### src/rtl/calc_pkg.sv
// Shared key-code encodings, ALU op codes and controller states for the keypad calculator.
package calc_pkg;

  localparam logic [1:0] KEY_OP_PREFIX = 2'b10;
  localparam logic [4:0] KEY_ADD = 5'b10_000;
  localparam logic [4:0] KEY_SUB = 5'b10_001;
  localparam logic [4:0] KEY_MUL = 5'b10_010;
  localparam logic [4:0] KEY_DIV = 5'b10_011;
  localparam logic [4:0] KEY_EQ  = 5'b10_100;
  localparam logic [4:0] KEY_AC  = 5'b10_101;
  localparam logic [4:0] KEY_NEG = 5'b10_110;

  typedef enum logic [1:0] {
    OP_ADD = 2'b00,
    OP_SUB = 2'b01,
    OP_MUL = 2'b10,
    OP_DIV = 2'b11
  } alu_op_e;

  typedef enum logic [2:0] {
    S_A,
    S_OP,
    S_B,
    S_REQ,
    S_WAIT,
    S_RES
  } ctrl_state_e;

endpackage

### src/rtl/operand_accumulator.sv
// Sign/magnitude decimal entry register with overflow-guarded x10+d accumulation.
module operand_accumulator #(
  parameter int unsigned WIDTH = 16
) (
  input  logic             clk_i,
  input  logic             rst_ni,
  input  logic             clear_i,
  input  logic             accum_i,
  input  logic             load_digit_i,
  input  logic [3:0]       digit_i,
  input  logic             toggle_sign_i,
  input  logic             load_value_i,
  input  logic [WIDTH-1:0] value_i,
  output logic [WIDTH-1:0] value_o
);

  localparam int unsigned EXT = WIDTH + 4;
  localparam logic [EXT-1:0] MAX_POS = {5'b0, {(WIDTH-1){1'b1}}};

  logic             sign_q, sign_d;
  logic [WIDTH-1:0] mag_q, mag_d;
  logic [EXT-1:0]   acc_ext;

  assign acc_ext = ({4'b0, mag_q} * EXT'(10)) + EXT'(digit_i);

  // Later controls override earlier ones, so clear+load_digit yields a fresh +d.
  always_comb begin
    sign_d = sign_q;
    mag_d  = mag_q;
    if (clear_i) begin
      sign_d = 1'b0;
      mag_d  = '0;
    end
    if (load_digit_i) mag_d = WIDTH'(digit_i);
    if (accum_i && (acc_ext <= MAX_POS)) mag_d = acc_ext[WIDTH-1:0];
    if (toggle_sign_i) sign_d = ~sign_d;
    if (load_value_i) begin
      sign_d = value_i[WIDTH-1];
      mag_d  = value_i[WIDTH-1] ? -value_i : value_i;
    end
  end

  always_ff @(posedge clk_i or negedge rst_ni) begin
    if (!rst_ni) begin
      sign_q <= 1'b0;
      mag_q  <= '0;
    end else begin
      sign_q <= sign_d;
      mag_q  <= mag_d;
    end
  end

  assign value_o = sign_q ? -mag_q : mag_q;

endmodule

### src/rtl/keypad_input_controller.sv
// Assembles operands and ops from keypad codes, issues ALU requests and chains results.
module keypad_input_controller
  import calc_pkg::*;
#(
  parameter int unsigned WIDTH = 16
) (
  input  logic             clk,
  input  logic             rst_n,
  input  logic [4:0]       i_key,
  input  logic             i_key_valid,
  output logic             o_key_ready,
  output logic [WIDTH-1:0] o_operand_a,
  output logic [WIDTH-1:0] o_operand_b,
  output logic [1:0]       o_op,
  output logic             o_req_valid,
  input  logic             i_req_ready,
  input  logic [WIDTH-1:0] i_result,
  input  logic             i_result_valid,
  output logic [WIDTH-1:0] o_disp_value
);

  ctrl_state_e state_q, state_d;
  alu_op_e     op_q, op_d, pend_q, pend_d;
  logic        chain_q, chain_d;

  logic key_acc, is_digit, is_op, is_arith, is_eq, is_ac, is_neg;
  alu_op_e key_op;

  logic a_clear, a_accum, a_load_digit, a_toggle, a_load;
  logic b_clear, b_accum, b_load_digit, b_toggle;
  logic [WIDTH-1:0] a_val, b_val;

  assign key_acc  = i_key_valid && o_key_ready;
  assign is_digit = key_acc && !i_key[4] && (i_key[3:0] <= 4'd9);
  assign is_op    = key_acc && (i_key[4:3] == KEY_OP_PREFIX);
  assign is_arith = is_op && !i_key[2];
  assign is_eq    = is_op && (i_key == KEY_EQ);
  assign is_ac    = is_op && (i_key == KEY_AC);
  assign is_neg   = is_op && (i_key == KEY_NEG);
  assign key_op   = alu_op_e'(i_key[1:0]);

  always_comb begin
    state_d      = state_q;
    op_d         = op_q;
    pend_d       = pend_q;
    chain_d      = chain_q;
    a_clear      = 1'b0;
    a_accum      = 1'b0;
    a_load_digit = 1'b0;
    a_toggle     = 1'b0;
    a_load       = 1'b0;
    b_clear      = 1'b0;
    b_accum      = 1'b0;
    b_load_digit = 1'b0;
    b_toggle     = 1'b0;
    case (state_q)
      S_A: begin
        a_accum  = is_digit;
        a_toggle = is_neg;
        if (is_arith) begin
          op_d    = key_op;
          state_d = S_OP;
        end
      end
      S_OP: begin
        b_toggle = is_neg;
        if (is_digit) begin
          b_load_digit = 1'b1;
          state_d      = S_B;
        end
        if (is_arith) op_d = key_op;
      end
      S_B: begin
        b_accum  = is_digit;
        b_toggle = is_neg;
        if (is_eq) begin
          chain_d = 1'b0;
          state_d = S_REQ;
        end
        if (is_arith) begin
          pend_d  = key_op;
          chain_d = 1'b1;
          state_d = S_REQ;
        end
      end
      S_REQ: begin
        if (i_req_ready) state_d = S_WAIT;
      end
      S_WAIT: begin
        if (i_result_valid) begin
          a_load  = 1'b1;
          b_clear = 1'b1;
          if (chain_q) begin
            op_d    = pend_q;
            state_d = S_OP;
          end else begin
            state_d = S_RES;
          end
        end
      end
      S_RES: begin
        a_toggle = is_neg;
        if (is_digit) begin
          a_clear      = 1'b1;
          a_load_digit = 1'b1;
          state_d      = S_A;
        end
        if (is_arith) begin
          op_d    = key_op;
          state_d = S_OP;
        end
      end
      default: state_d = S_A;
    endcase
    if (is_ac) begin
      a_clear = 1'b1;
      b_clear = 1'b1;
      op_d    = OP_ADD;
      pend_d  = OP_ADD;
      chain_d = 1'b0;
      state_d = S_A;
    end
  end

  always_ff @(posedge clk or negedge rst_n) begin
    if (!rst_n) begin
      state_q <= S_A;
      op_q    <= OP_ADD;
      pend_q  <= OP_ADD;
      chain_q <= 1'b0;
    end else begin
      state_q <= state_d;
      op_q    <= op_d;
      pend_q  <= pend_d;
      chain_q <= chain_d;
    end
  end

  operand_accumulator #(.WIDTH(WIDTH)) u_acc_a (
    .clk_i         (clk),
    .rst_ni        (rst_n),
    .clear_i       (a_clear),
    .accum_i       (a_accum),
    .load_digit_i  (a_load_digit),
    .digit_i       (i_key[3:0]),
    .toggle_sign_i (a_toggle),
    .load_value_i  (a_load),
    .value_i       (i_result),
    .value_o       (a_val)
  );

  operand_accumulator #(.WIDTH(WIDTH)) u_acc_b (
    .clk_i         (clk),
    .rst_ni        (rst_n),
    .clear_i       (b_clear),
    .accum_i       (b_accum),
    .load_digit_i  (b_load_digit),
    .digit_i       (i_key[3:0]),
    .toggle_sign_i (b_toggle),
    .load_value_i  (1'b0),
    .value_i       ('0),
    .value_o       (b_val)
  );

  assign o_key_ready  = (state_q != S_REQ) && (state_q != S_WAIT);
  assign o_req_valid  = (state_q == S_REQ);
  assign o_op         = op_q;
  assign o_operand_a  = a_val;
  assign o_operand_b  = b_val;
  assign o_disp_value = ((state_q == S_A) || (state_q == S_OP) || (state_q == S_RES)) ? a_val : b_val;

endmodule

### config.mk
export PLATFORM = sky130hd
export DESIGN_NAME = keypad_input_controller
export DESIGN_NICKNAME = d
export VERILOG_FILES = /design/src/rtl/calc_pkg.sv /design/src/rtl/operand_accumulator.sv /design/src/rtl/keypad_input_controller.sv
export SDC_FILE = /design/constraint.sdc
export NUM_CORES = 1
export LEC_CHECK = 0
export ABC_CLOCK_PERIOD_IN_PS = 4100
export BUFFER_PORTS_ARGS = -buffer_cell sky130_fd_sc_hd__buf_4
export CAP_MARGIN = 5
export CORE_MARGIN = 2
export CORE_UTILIZATION = 60
export CTS_CLUSTER_DIAMETER = 50
export CTS_CLUSTER_SIZE = 8
export DETAILED_ROUTE_END_ITERATION = 10
export GPL_ROUTABILITY_DRIVEN = 0
export PLACE_DENSITY = 0.83
export SLEW_MARGIN = 40
export SYNTH_ARGS = -nofsm -noshare
export SYNTH_HDL_FRONTEND = slang
export SYNTH_SLANG_ARGS = --single-unit
### constraint.sdc
create_clock -name clk -period 4.1 [get_ports clk]
set_input_delay 0.615 -clock clk [delete_from_list [all_inputs] [get_ports clk]]
set_output_delay 0.615 -clock clk [all_outputs]
set_load 0.02 [all_outputs]
After elaboration in Yosys (flattened, before gate mapping)
Index checks and enable logic that the tools add are counted.
{"block": "word_totals", "ff_bits": 42, "input_bits": 26, "output_inout_bits": 52, "word_cells": 117}
{"block": "op_classes", "add_sub_neg": 5, "multipliers": 2, "n_lt_le_gt_ge": 3, "n_eq_ne": 19, "muxes": 49, "bitwise": 2, "reduce_logical": 29}
{"cell": "2-to-1 mux 16 bit", "count": 11}
{"cell": "negator 16 bit", "count": 3}
{"cell": "adder 20 x 4 -> 20 bit", "count": 2}
{"cell": "less-or-equal comparator 20 x 15 -> 1 bit, second input constant", "count": 2}
{"cell": "multiplier 16 x 3 -> 19 bit, second input constant", "count": 2}
{"cell": "2-to-1 mux 3 bit", "count": 10}
{"cell": "2-to-1 mux 1 bit", "count": 20}
{"cell": "one-hot mux 3 bit (6 select lines)", "count": 1}
{"cell": "== test 5 bit, second input constant", "count": 3}
{"cell": "inequality test 3 bit, second input constant", "count": 5}
{"cell": "2-to-1 mux 2 bit", "count": 6}
{"cell": "logical AND 1 bit", "count": 11}
{"cell": "nonzero test 3 bit", "count": 3}
{"cell": "inequality test 4 bit, second input constant", "count": 2}
{"cell": "== test 3 x 2 -> 1 bit, second input constant", "count": 2}
{"cell": "== test 3 bit, second input constant", "count": 2}
{"cell": "inequality test 3 x 1 -> 1 bit, second input constant", "count": 2}
{"cell": "AND reduction 6 bit", "count": 1}
{"cell": "less-or-equal comparator 4 bit, second input constant", "count": 1}
{"cell": "one-hot mux 2 bit (2 select lines)", "count": 1}
{"cell": "AND reduction 2 bit", "count": 2}
{"cell": "AND reduction 4 bit", "count": 1}
{"cell": "nonzero test 2 bit", "count": 2}
{"cell": "nonzero test 4 bit", "count": 1}
{"cell": "other kinds (9)", "count": 13}

Depth between registers and ports, before layout
Gate-level depths: netlist of run 1.
{"block": "logic_depth", "depth_word": 12, "ltp_mapped": 14, "ltp_nobuf": 12}

Modules after synthesis
Synthesis of run 1 repeated with hierarchy kept, for this count alone.
{"block": "unflattened", "hier_cells": 769, "hier_area_um2": 6363.6}
{"mod": "operand_accumulator at u_acc_a", "instances": 1, "cells_each": 338, "area_each_um2": 2826.5, "seq_area_each_um2": 425.4}
{"mod": "operand_accumulator at u_acc_b", "instances": 1, "cells_each": 323, "area_each_um2": 2637.5, "seq_area_each_um2": 425.4}
{"mod": "keypad_input_controller", "instances": 1, "cells_each": 108, "area_each_um2": 899.6, "seq_area_each_um2": 200.2}

Worst setup path after synthesis of run 1
Ideal clock, no wire load.
{"block": "synth_path", "kind": "flip-flop to flip-flop", "from": "reg u_acc_a.mag_q[1]", "to": "reg u_acc_a.mag_q[11]", "setup_time_ns": 0.126, "t_arrival_ns": 3.510, "t_required_ns": 3.974, "path_slack_ns": 0.464, "stages_incl_launch_ff": 14, "path_buffers": 1, "synth_period_minus_slack_ns": 3.636, "path_cell_list": "dfrtp_1 > ha_1 > ha_1 > fa_1 > a211oi_1 > nor2_1 > xor2_1 > and4_1 > nand4_2 > o21a_1 > nor3_4 > nor4_4 > buf_6 > a221o_1"}
{"block": "synth_via", "elab_chain_cells": 6, "elab_cells_between_ends": 7, "cone_classes": "add/sub: 1; mul: 1; order compare: 1; mux: 2; reduce/logical: 2"}
{"element": "from (decl)", "line_no": "operand_accumulator.sv:21", "rtl": "logic [WIDTH-1:0] mag_q, mag_d;"}
{"element": "from (signal assigned)", "line_no": "operand_accumulator.sv:49", "rtl": "mag_q <= mag_d;"}
{"element": "multiplier 16 x 3 -> 19 bit *", "line_no": "operand_accumulator.sv:24", "rtl": "assign acc_ext = ({4'b0, mag_q} * EXT'(10)) + EXT'(digit_i);"}
{"element": "adder 20 x 4 -> 20 bit *", "line_no": "operand_accumulator.sv:24"}
{"element": "less-or-equal comparator 20 x 15 -> 1 bit", "line_no": "operand_accumulator.sv:35", "rtl": "if (accum_i && (acc_ext <= MAX_POS)) mag_d = acc_ext[WIDTH-1:0];"}
{"element": "logical AND 1 bit", "line_no": "operand_accumulator.sv:35"}
{"element": "2-to-1 mux 16 bit", "line_no": "operand_accumulator.sv:35"}
{"element": "2-to-1 mux 16 bit", "line_no": "operand_accumulator.sv:37", "rtl": "if (load_value_i) begin"}
Every way passes the cells marked *; elsewhere a longest branch is shown, timed or not.
A chain may end at the register's enable or synchronous reset.

Worst setup path after layout of run 1
{"block": "layout_path", "from": "reg u_acc_b.mag_q[1]", "to": "reg u_acc_b.mag_q[0]"}
{"block": "layout_via", "elab_chain_cells": 5, "elab_cells_between_ends": 6, "cone_classes": "add/sub: 1; mul: 1; order compare: 1; mux: 1; reduce/logical: 2"}
{"element": "from (decl)", "line_no": "operand_accumulator.sv:21"}
{"element": "from (signal assigned)", "line_no": "operand_accumulator.sv:49"}
{"element": "multiplier 16 x 3 -> 19 bit *", "line_no": "operand_accumulator.sv:24"}
{"element": "adder 20 x 4 -> 20 bit *", "line_no": "operand_accumulator.sv:24"}
{"element": "less-or-equal comparator 20 x 15 -> 1 bit *", "line_no": "operand_accumulator.sv:35"}
{"element": "logical AND 1 bit *", "line_no": "operand_accumulator.sv:35"}
{"element": "nonzero test 3 bit (no source line) or 2-to-1 mux 16 bit (tied branches)"}
Marked as above.

==> flow_summary_export.csv, run 1 <==
group,metric,value,unit
clock_tree,holdBufCountCts,0,
placed_design,placed_cell_area,0.00631,mm²
die,core_area,0.00915,mm²
yosys,ys_ff_latch,42,
yosys,synth_edf_count,0,
yosys,synth_fp_nets,756,
global_routing,grt_pass1_wl,24.1,mm
clock_tree,clock_latency,0.30,ns
timing,setup_tns,0,ns
yosys,yosysTopAreaCellShare,0.187,
yosys,synthDistinctLibCells,82,
yosys,yosysWarningCount,0,
yosys,synth-main-ff-cell,"dfrtp_1",
worst_setup_path,worstPathMaxFanout,30,
clock_tree,htree_levels,2,
timing,setup_viol,0,
route,wl_per_cell,17.7,µm
yosys,synthSimpleGateAreaFrac,0.221,
layout,diodes,0,
yosys,yosysTopAreaCell,"dfrtp_1",
timing,slew_viol_final,0,
placed_design,dp_cells,834,
yosys,synth_top_family_by_area,"compound AO/OA/AOI/OAI gates",
worst_setup_path,criticalPathCategory,"flop to flop",
placed_design,io_buffer_count,77,
layout,area_delta_synth_final,14.4,%
worst_setup_path,critical_path.most_common_cell,"ha_1",
clock_tree,cts.clk_slew.worst_paths,0.08,ns
yosys,syn_area,0.00561,mm²
worst_setup_path,r2r_cells,13,
yosys,avgSynthCellArea,8.49,µm²
worst_setup_path,r2r_setup_slack,0.21,ns
die,die_x,101,µm
placed_design,post-dp-hpwl,12.0,mm
worst_setup_path,worstPathRequired,4.30,ns
clock_tree,tritoncts,"yes",
route,first_pass_iters,5,
worst_setup_path,cp_cell_sequence,"ha_1 -> ha_1 -> fa_1 -> a211oi_1 -> o211ai_1 -> a31oi_1 -> xor2_1 -> or2_1 -> o31a_1 -> o221ai_2 -> buf_12 -> nand2b_1 -> a32o_1",
timing,min_period,3.89,ns
route,ant_nets,0,
die,num_rows,35,
timing,fmax,257,MHz
yosys,synth_adder_area_share,0.159,
route,vias,5461,
clock_tree,cts-root-buf,"clkbuf_8",
layout,drive_gt1_frac,0.202,
layout,layout.nets,827,
route,wl,14.9,mm
yosys,synth_area_leaders,"dfrtp_1 19%, ha_1 14%, xnor2_1 8.3%, xor2_1 5.1%, nor2_1 3.7%",
layout,fin_area,0.00642,mm²
yosys,synth_seq_area_share,0.187,
worst_setup_path,timing.rr.start,"u_acc_b.mag_q[1]",
worst_hold_path,hold_class,"input port to async pin",
die,start_util,0.613,
worst_setup_path,critPathMaxStageDelay,0.45,ns
die,die_h,101,µm
worst_setup_path,crit_arrival,4.08,ns
timing,rsz0062_at_grt,"false",
timing,worst_pin_slew,0.766,ns
worst_setup_path,crit_buf_inv,1,
power,power.density,874,mW/mm²
power,p_leak,0.00304,µW
timing,final-hold-violation-count,0,
global_routing,first_global_vias,5241,
timing,finalCritPeriodShare,0.948,
global_routing,grt_max_degree,43,
worst_setup_path,r2r_end,"u_acc_b.mag_q[0]",
layout,fillers,696,
timing,skew,0.00543,ns
die,ioPinCount,78,
yosys,synth_most_common_cell,"ha_1",
global_routing,grt_util_all_layers,0.292,
yosys,synthesis.instances,661,
worst_setup_path,slowest_stage,"dfrtp_1",
timing,slew_headroom,0.487,
route,drt_iter0_drc,364,
layout,instances_no_fill,844,
yosys,synth-xor-area-share,0.134,
yosys,synthMuxAreaShare,0.0412,
global_routing,grt_antenna_before_repair,0,
worst_setup_path,worstSetupEndpointType,"flop",
yosys,synth_compound_gate_area_share,0.221,
timing,hold-worst-slack,0.287,ns
route,via_per_inst,6.47,
global_routing,grt-ovfl-total,0,
run,maxCapViolCount,0,
clock_tree,clock_sink_count,42,
route,post-route-drc-count,0,
clock_tree,cts_buffer_depth,2,
power,finalPower,5610,µW
yosys,ys_top_cells_by_count,"65 x ha_1, 56 x nor2_1, 53 x xnor2_1, 47 x nand2_1, 42 x dfrtp_1",
power,vdd_drop_max,0.828,mV
worst_setup_path,worstSetupPathDepth,13,
layout,seq_area,0.00105,mm²
clock_tree,numCtsBuffers,5,
die,die_area,0.0101,mm²
outcome,outcome,"completed",
yosys,ys_async_sr_fraction,1.00,
worst_setup_path,cp-start-kind,"flop",
layout,multi_input_area,0.00438,mm²
worst_setup_path,critPathTopFamily,"compound AO/OA/AOI/OAI gates",
==> final cells by class <==
type,instances,area share
repair buffers,92,0.109
flip-flops and latches,42,0.164
well taps,111,0.0216
multi-input cells,575,0.682
clock buffers,7,0.0134
clock inverters,1,0.000779
inverters,16,0.00935
==> routing by layer <==
layer  global-route usage  share of wire  wire length, µm  up-vias
met5                    0              0                0        -
met4               0.0780          0.018              272        0
met3               0.0284          0.060              900       28
met2                0.510           0.48             7180      226
met1                0.387           0.44             6590     2609
li1                     -              -                -     2598
==> stage by stage <==
| stage | setup WS, ns | util |
|---|---|---|
| 2_1_floorplan | 0.464 | - |
| 3_3_place_gp | 0.214 | 0.689 |
| 3_5_place_dp | 0.0420 | 0.690 |
| 4_1_cts | 0.0111 | 0.700 |
| 5_1_grt | 0.00950 | 0.702 |
| 6_report | 0.212 | 0.702 |
==> kinds of logic (layout without fill, tap and decap cells) <==
group                      after synthesis  in the layout
AOI/OAI and AO/OA                      170            170
and+or+nand+nor                        229            229
xor gates and xnor gates                86             86
DFF                                     42             42
buffers and inverters                   44            116
muxes                                   21             21
adders and majority gates               69             69
==> worst max-delay path by stage <==
stage / start / endpoint / slack, ns
after floorplan: u_acc_a.mag_q[1] / u_acc_a.mag_q[11] / 0.46
after global placement: u_acc_a.mag_q[1] / u_acc_a.mag_q[6] / 0.21
after detailed placement: u_acc_a.mag_q[1] / u_acc_a.mag_q[4] / 0.04
after CTS: u_acc_a.mag_q[1] / u_acc_a.mag_q[8] / 0.01
after global routing: u_acc_b.mag_q[1] / u_acc_b.mag_q[0] / 0.009
final: u_acc_b.mag_q[1] / u_acc_b.mag_q[0] / 0.21
==> where the power goes <==
group	switching, µW	total [µW]	leakage (µW)	internal (µW)
clock	145	281	0.0000482	136
combinational	2560	4540	0.00244	1980
sequential	246	793	0.000555	547
total	2950	5610	0.00304	2660
==> placed cells by master (no fill, tap or decap), types with 6 or more instances in the layout <==
cell      Yosys  final
a211oi_1      8      7
a21o_1       12     12
a21oi_1      25     25
a221o_1      12     12
and2_1        7      7
buf_4         3     91
clkbuf_8      0      6
dfrtp_1      42     42
ha_1         65     65
inv_1        14     14
mux2_2       16     16
nand2_1      47     47
nand2b_1     13     13
nand3_1      22     22
nand3_2       7      7
nor2_1       56     56
nor2b_1       8      8
nor3_1       12     11
nor3b_1       8      8
o21ai_0      31     31
o21ai_1      10     10
o31ai_1       8      8
or3_1         6      6
xnor2_1      53     53
xor2_1       33     33
==> state kept, by name (all words and copies together), names as in the netlist <==
register,flops
chain_q,1
u_acc_a.mag_q,16
u_acc_b.sign_q,1
state_q,3
u_acc_a.sign_q,1
pend_q,2
o_op,2
u_acc_b.mag_q,16
==> what timing repair did <==
item                       in CTS  in global routing
setup endpoints to repair       0                 16
resized for setup               0                  1
setup buffers                   0                  2
==> worst reg2reg max path, stage by stage (launching register included) <==
cell and delay [ns]:
dfrtp_1 0.45, ha_1 0.32, ha_1 0.24, fa_1 0.44, a211oi_1 0.44, o211ai_1 0.24
a31oi_1 0.24, xor2_1 0.12, or2_1 0.26, o31a_1 0.30, o221ai_2 0.22, buf_12 0.23
nand2b_1 0.10, a32o_1 0.20
Power figures use the tool's default switching activity.
==> inputs of run 2 (changes only) <==
- GPL_TIMING_DRIVEN: default -> 0
==> run 2 against run 1 <==
Effect of this change:
- clock power increased by 41%
- utilization increased by 0.98 points
- clock-buffer cell count decreased by 2
- first-iteration DRC count increased by 10%
- largest power group unchanged
==> flow_summary_export.csv, run 2 (synthesis gave the netlist of run 1 again) <==
group,metric,value,unit
die,die_x,101,µm
placed_design,dp_cells,849,
timing,rsz0062_at_grt,"false",
layout,final_cell_mix,"81 x buf_4, 65 x ha_1, 56 x nor2_1",
route,vias,5468,
layout,fillers,690,
timing,worst_pin_slew,0.745,ns
die,die_area,0.0101,mm²
power,power.density,879,mW/mm²
timing,final-hold-violation-count,0,
clock_tree,htree_levels,2,
layout,area_delta_synth_final,16.0,%
clock_tree,clock_sink_count,42,
route,via_per_inst,6.37,
global_routing,grt_pass1_wl,25.5,mm
worst_setup_path,cp-start-kind,"flop",
run,maxCapViolCount,0,
power,p_seq_frac,0.141,
layout,drive_gt1_frac,0.202,
route,post-route-drc-count,0,
clock_tree,cts.clk_slew.worst_paths,0.08,ns
worst_setup_path,worstPathMaxFanout,10,
outcome,outcome,"completed",
clock_tree,clock_latency,0.31,ns
timing,setup_tns,0,ns
placed_design,post-dp-hpwl,12.2,mm
route,ant_nets,0,
die,num_rows,35,
worst_setup_path,criticalPathCategory,"flop to flop",
clock_tree,cts_buffer_depth,2,
clock_tree,tritoncts,"yes",
power,vdd_drop_max,0.872,mV
layout,diodes,0,
timing,min_period,3.93,ns
route,drt_iter0_drc,401,
die,start_util,0.613,
layout,instances_no_fill,858,
timing,setup_viol,0,
global_routing,grt_util_all_layers,0.307,
power,p_sw_frac,0.522,
global_routing,grt_max_degree,43,
timing,finalCritPeriodShare,0.959,
worst_hold_path,hold_class,"input port to async pin",
clock_tree,numCtsBuffers,5,
die,ioPinCount,78,
die,die_h,101,µm
timing,slew_viol_final,0,
route,wl_per_cell,17.6,µm
layout,reg.largest.list,"u_acc_a.mag_q: 16 flops, u_acc_b.mag_q: 16 flops, state_q: 3 flops",
layout,layout.nets,841,
worst_setup_path,worstPathRequired,4.33,ns
timing,fmax,254,MHz
power,p_int,2730,µW
power,p_leak,0.00306,µW
timing,slew_headroom,0.497,
power,pwr-share-clk,0.069,
timing,skew,0.0101,ns
route,wl,15.1,mm
die,core_area,0.00915,mm²
worst_setup_path,crit_arrival,4.17,ns
power,pwr-share-comb,0.790,
global_routing,first_global_vias,5238,
power,switching_power,2990,µW
worst_setup_path,worstSetupEndpointType,"flop",
route,first_pass_iters,5,
clock_tree,cts-root-buf,"clkbuf_8",
placed_design,placed_cell_area,0.00633,mm²
global_routing,grt-ovfl-total,0,
placed_design,io_buffer_count,77,
global_routing,grt_antenna_before_repair,0,
worst_setup_path,crit_start,"u_acc_b.mag_q[1]",
worst_setup_path,timing.rr.start,"u_acc_b.mag_q[1]",
layout,final_common_cell,"buf_4",
layout,fin_area,0.00651,mm²
run 2: changes by cell type in the layout (fill, tap and decap cells not counted), sizes merged:
cell | previous run | this run
buf | 92 | 91
bufinv | 0 | 2
clkbuf | 7 | 20
run 2: worst paths after layout:
kind / slack, ns / end / cells after the start
min in group clk: 0.52 / pend_q[0] / 1
setup reg to reg: 0.17 / u_acc_b.mag_q[14] / 14
setup / recovery: 0.17 / u_acc_b.mag_q[14] / 14
hold / removal: 0.28 / pend_q[0] / 1
max in group asynchronous: 3.42 / u_acc_a.mag_q[1] / 1
hold reg to reg: 0.52 / pend_q[0] / 1
run 2: through the flow:
step                      utilization  setup WS (ns)  hold slack [ns]  total power (µW)
after floorplan                     -          0.464            0.319              3770
after global placement          0.692         0.0645            0.486              5110
after detailed placement        0.692        -0.0603            0.494              5250
after CTS                       0.707        0.00163            0.302              5670
after global routing            0.712        0.00591            0.336              6150
final                           0.712          0.166            0.281              5720
run 2: power by group through the flow:
stage	Combinational, µW	Clock (µW)	Sequential (µW)
after floorplan	3050	0	723
after global routing	4900	418	826
after global placement	4310	0	791
after detailed placement	4440	0	803
final	4520	397	806
after CTS	4470	399	797
run 2: timing repair:
item | in CTS | in global routing
endpoints found under the setup margin | 8 | 31
resized for setup | 1 | 5
setup buffers | 0 | 1
hold buffers | 0 | 0
pin swaps | 0 | 1
run 2: worst max-delay path: stages (launching register included):
cell and delay [ns]:
dfrtp_1 0.47, ha_1 0.33, ha_1 0.23, fa_1 0.46, a211oi_4 0.32, o211ai_1 0.20, a31oi_1 0.23, xor2_1 0.14
or2_1 0.28, o31a_1 0.30, o221ai_2 0.29, buf_4 0.25, buf_6 0.19, nand3_2 0.09, o21ai_2 0.06
run 2: layout make-up:
type | instances | area, µm² | area share
Multi-Input combinational cell | 575 | 4400 | 0.675
Sequential cell | 42 | 1050 | 0.162
Timing Repair Buffer | 78 | 586 | 0.0899
Buffer | 28 | 140 | 0.0215
Tap cell | 111 | 139 | 0.0213
Clock buffer | 5 | 68.8 | 0.0106
Clock inverter | 3 | 68.8 | 0.0106
Inverter | 16 | 60.1 | 0.00922
run 2: layer usage:
metal,global-route usage,part of all wire,vias to the layer above
li1,-,-,2611
met1,0.443,0.46,2630
met2,0.509,0.47,210
met3,0.0257,0.061,17
met4,0.0516,0.012,0
met5,0,0,-
==> inputs of run 3 (changes only) <==
- MAX_ROUTING_LAYER: default -> met4
==> run 3 against run 2 <==
Effect of this change:
- combinational power barely moved
- utilization stayed put
- largest power group unchanged
- largest cell class unchanged
- first-iteration DRC count decreased by 14%
- via count rose by 0.15%
- critical path depth unchanged
==> flow_summary_export.csv, run 3 (synthesis gave the netlist of run 1 again) <==
group,metric,value,unit
layout,final_common_cell,"buf_4",
run,maxCapViolCount,0,
timing,slew_headroom,0.490,
global_routing,first_global_vias,5248,
die,core_area,0.00915,mm²
route,first_pass_iters,5,
die,die_x,101,µm
layout,layout.nets,841,
worst_setup_path,cp-start-kind,"flop",
timing,hold-worst-slack,0.276,ns
global_routing,grt_max_degree,43,
clock_tree,htree_levels,2,
global_routing,grt-ovfl-total,0,
timing,skew,0.00932,ns
power,p_sw_frac,0.522,
timing,min_period,3.92,ns
global_routing,grt_util_all_layers,0.315,
power,p_int,2730,µW
worst_setup_path,r2r_cells,14,
placed_design,post-dp-hpwl,12.2,mm
power,p_seq_frac,0.141,
outcome,outcome,"completed",
route,wl,15.2,mm
route,wl_per_cell,17.7,µm
clock_tree,cts-root-buf,"clkbuf_8",
timing,final-hold-violation-count,0,
timing,slew_viol_final,0,
timing,setup_viol,0,
placed_design,io_buffer_count,77,
layout,reg.largest.list,"u_acc_a.mag_q: 16 flops, u_acc_b.mag_q: 16 flops, state_q: 3 flops",
worst_setup_path,worstSetupEndpointType,"flop",
worst_setup_path,timing.rr.start,"u_acc_b.mag_q[1]",
worst_setup_path,crit_start,"u_acc_b.mag_q[1]",
layout,seq_area,0.00105,mm²
route,drt_iter0_drc,345,
layout,final_cell_mix,"81 x buf_4, 65 x ha_1, 56 x nor2_1",
global_routing,grt_antenna_before_repair,0,
power,p_leak,0.00306,µW
worst_setup_path,criticalPathCategory,"flop to flop",
timing,worst_pin_slew,0.755,ns
worst_setup_path,r2r_end,"u_acc_b.mag_q[14]",
clock_tree,clock_sink_count,42,
die,die_area,0.0101,mm²
clock_tree,tritoncts,"yes",
clock_tree,clock_latency,0.31,ns
die,die_h,101,µm
clock_tree,cts_buffer_depth,2,
power,pwr-share-comb,0.790,
layout,drive_gt1_frac,0.202,
route,post-route-drc-count,0,
layout,diodes,0,
timing,fmax,255,MHz
layout,area_delta_synth_final,16.0,%
die,start_util,0.613,
route,via_per_inst,6.38,
worst_setup_path,r2r_setup_slack,0.18,ns
global_routing,grt_pass1_wl,25.4,mm
timing,finalCritPeriodShare,0.955,
timing,rsz0062_at_grt,"false",
worst_setup_path,crit_arrival,4.15,ns
worst_setup_path,worstPathRequired,4.33,ns
clock_tree,numCtsBuffers,5,
timing,setup_tns,0,ns
route,vias,5476,
worst_setup_path,worstPathMaxFanout,10,
power,power.density,879,mW/mm²
route,ant_nets,0,
power,pwr-share-clk,0.069,
clock_tree,cts.clk_slew.worst_paths,0.08,ns
layout,fillers,690,
power,switching_power,2990,µW
die,num_rows,35,
worst_hold_path,hold_class,"input port to async pin",
layout,multi_input_area,0.00440,mm²
power,vdd_drop_max,0.871,mV
die,ioPinCount,78,
## run 3: cell type report
type	count	area share
flip-flops and latches	42	0.162
plain buffers	28	0.0215
clock inverters	3	0.0106
inverters	16	0.00922
multi-input cells	575	0.675
repair buffers	78	0.0899
clock buffers	5	0.0106
well taps	111	0.0213
## run 3: power groups by stage
stage,registers (µW),logic (µW),clock network [µW]
3_5_place_dp,803,4440,0
4_1_cts,797,4470,399
6_report,806,4520,398
2_1_floorplan,723,3050,0
3_3_place_gp,791,4310,0
5_1_grt,826,4900,418
## run 3: worst max-delay path, stage by stage (launching register included)
cell and delay (ns):
dfrtp_1 0.47, ha_1 0.33, ha_1 0.23, fa_1 0.47, a211oi_4 0.32, o211ai_1 0.20
a31oi_1 0.23, xor2_1 0.14, or2_1 0.28, o31a_1 0.30, o221ai_2 0.28, buf_4 0.25
buf_6 0.18, nand3_2 0.09, o21ai_2 0.06
## run 3: timing repair
action | CTS | global route
gates resized for setup | 1 | 5
setup buffers | 0 | 1
pin swaps | 0 | 1
hold buffers | 0 | 0
endpoints found under the setup margin | 8 | 31
## run 3: how the worst max path moves through the flow
stage / to / slack (ns) / cells after the start
6_report: u_acc_b.mag_q[14] / 0.18 / 14
5_1_grt: u_acc_b.mag_q[14] / 0.006 / 14
4_1_cts: u_acc_a.mag_q[8] / 0.002 / 13
3_5_place_dp: u_acc_a.mag_q[8] / -0.06 / 13
3_3_place_gp: u_acc_a.mag_q[8] / 0.06 / 13
2_1_floorplan: u_acc_a.mag_q[11] / 0.46 / 13
## run 3: metal layers
layer / vias up / track usage / share of wire
li1: 2612 / - / -
met1: 2633 / 0.441 / 0.46
met2: 214 / 0.506 / 0.47
met3: 17 / 0.0257 / 0.063
met4: 0 / 0.0590 / 0.012
met5: - / - / 0
## run 3: per-stage QoR
stage	utilization	cells	setup WS (ns)	total power (µW)	area (µm²)
2_1_floorplan	-	661	0.464	3770	5610
3_3_place_gp	0.692	849	0.0645	5110	6330
3_5_place_dp	0.692	849	-0.0603	5250	6330
4_1_cts	0.707	857	0.00163	5670	6470
5_1_grt	0.712	858	0.00591	6150	6510
6_report	0.712	858	0.183	5720	6510
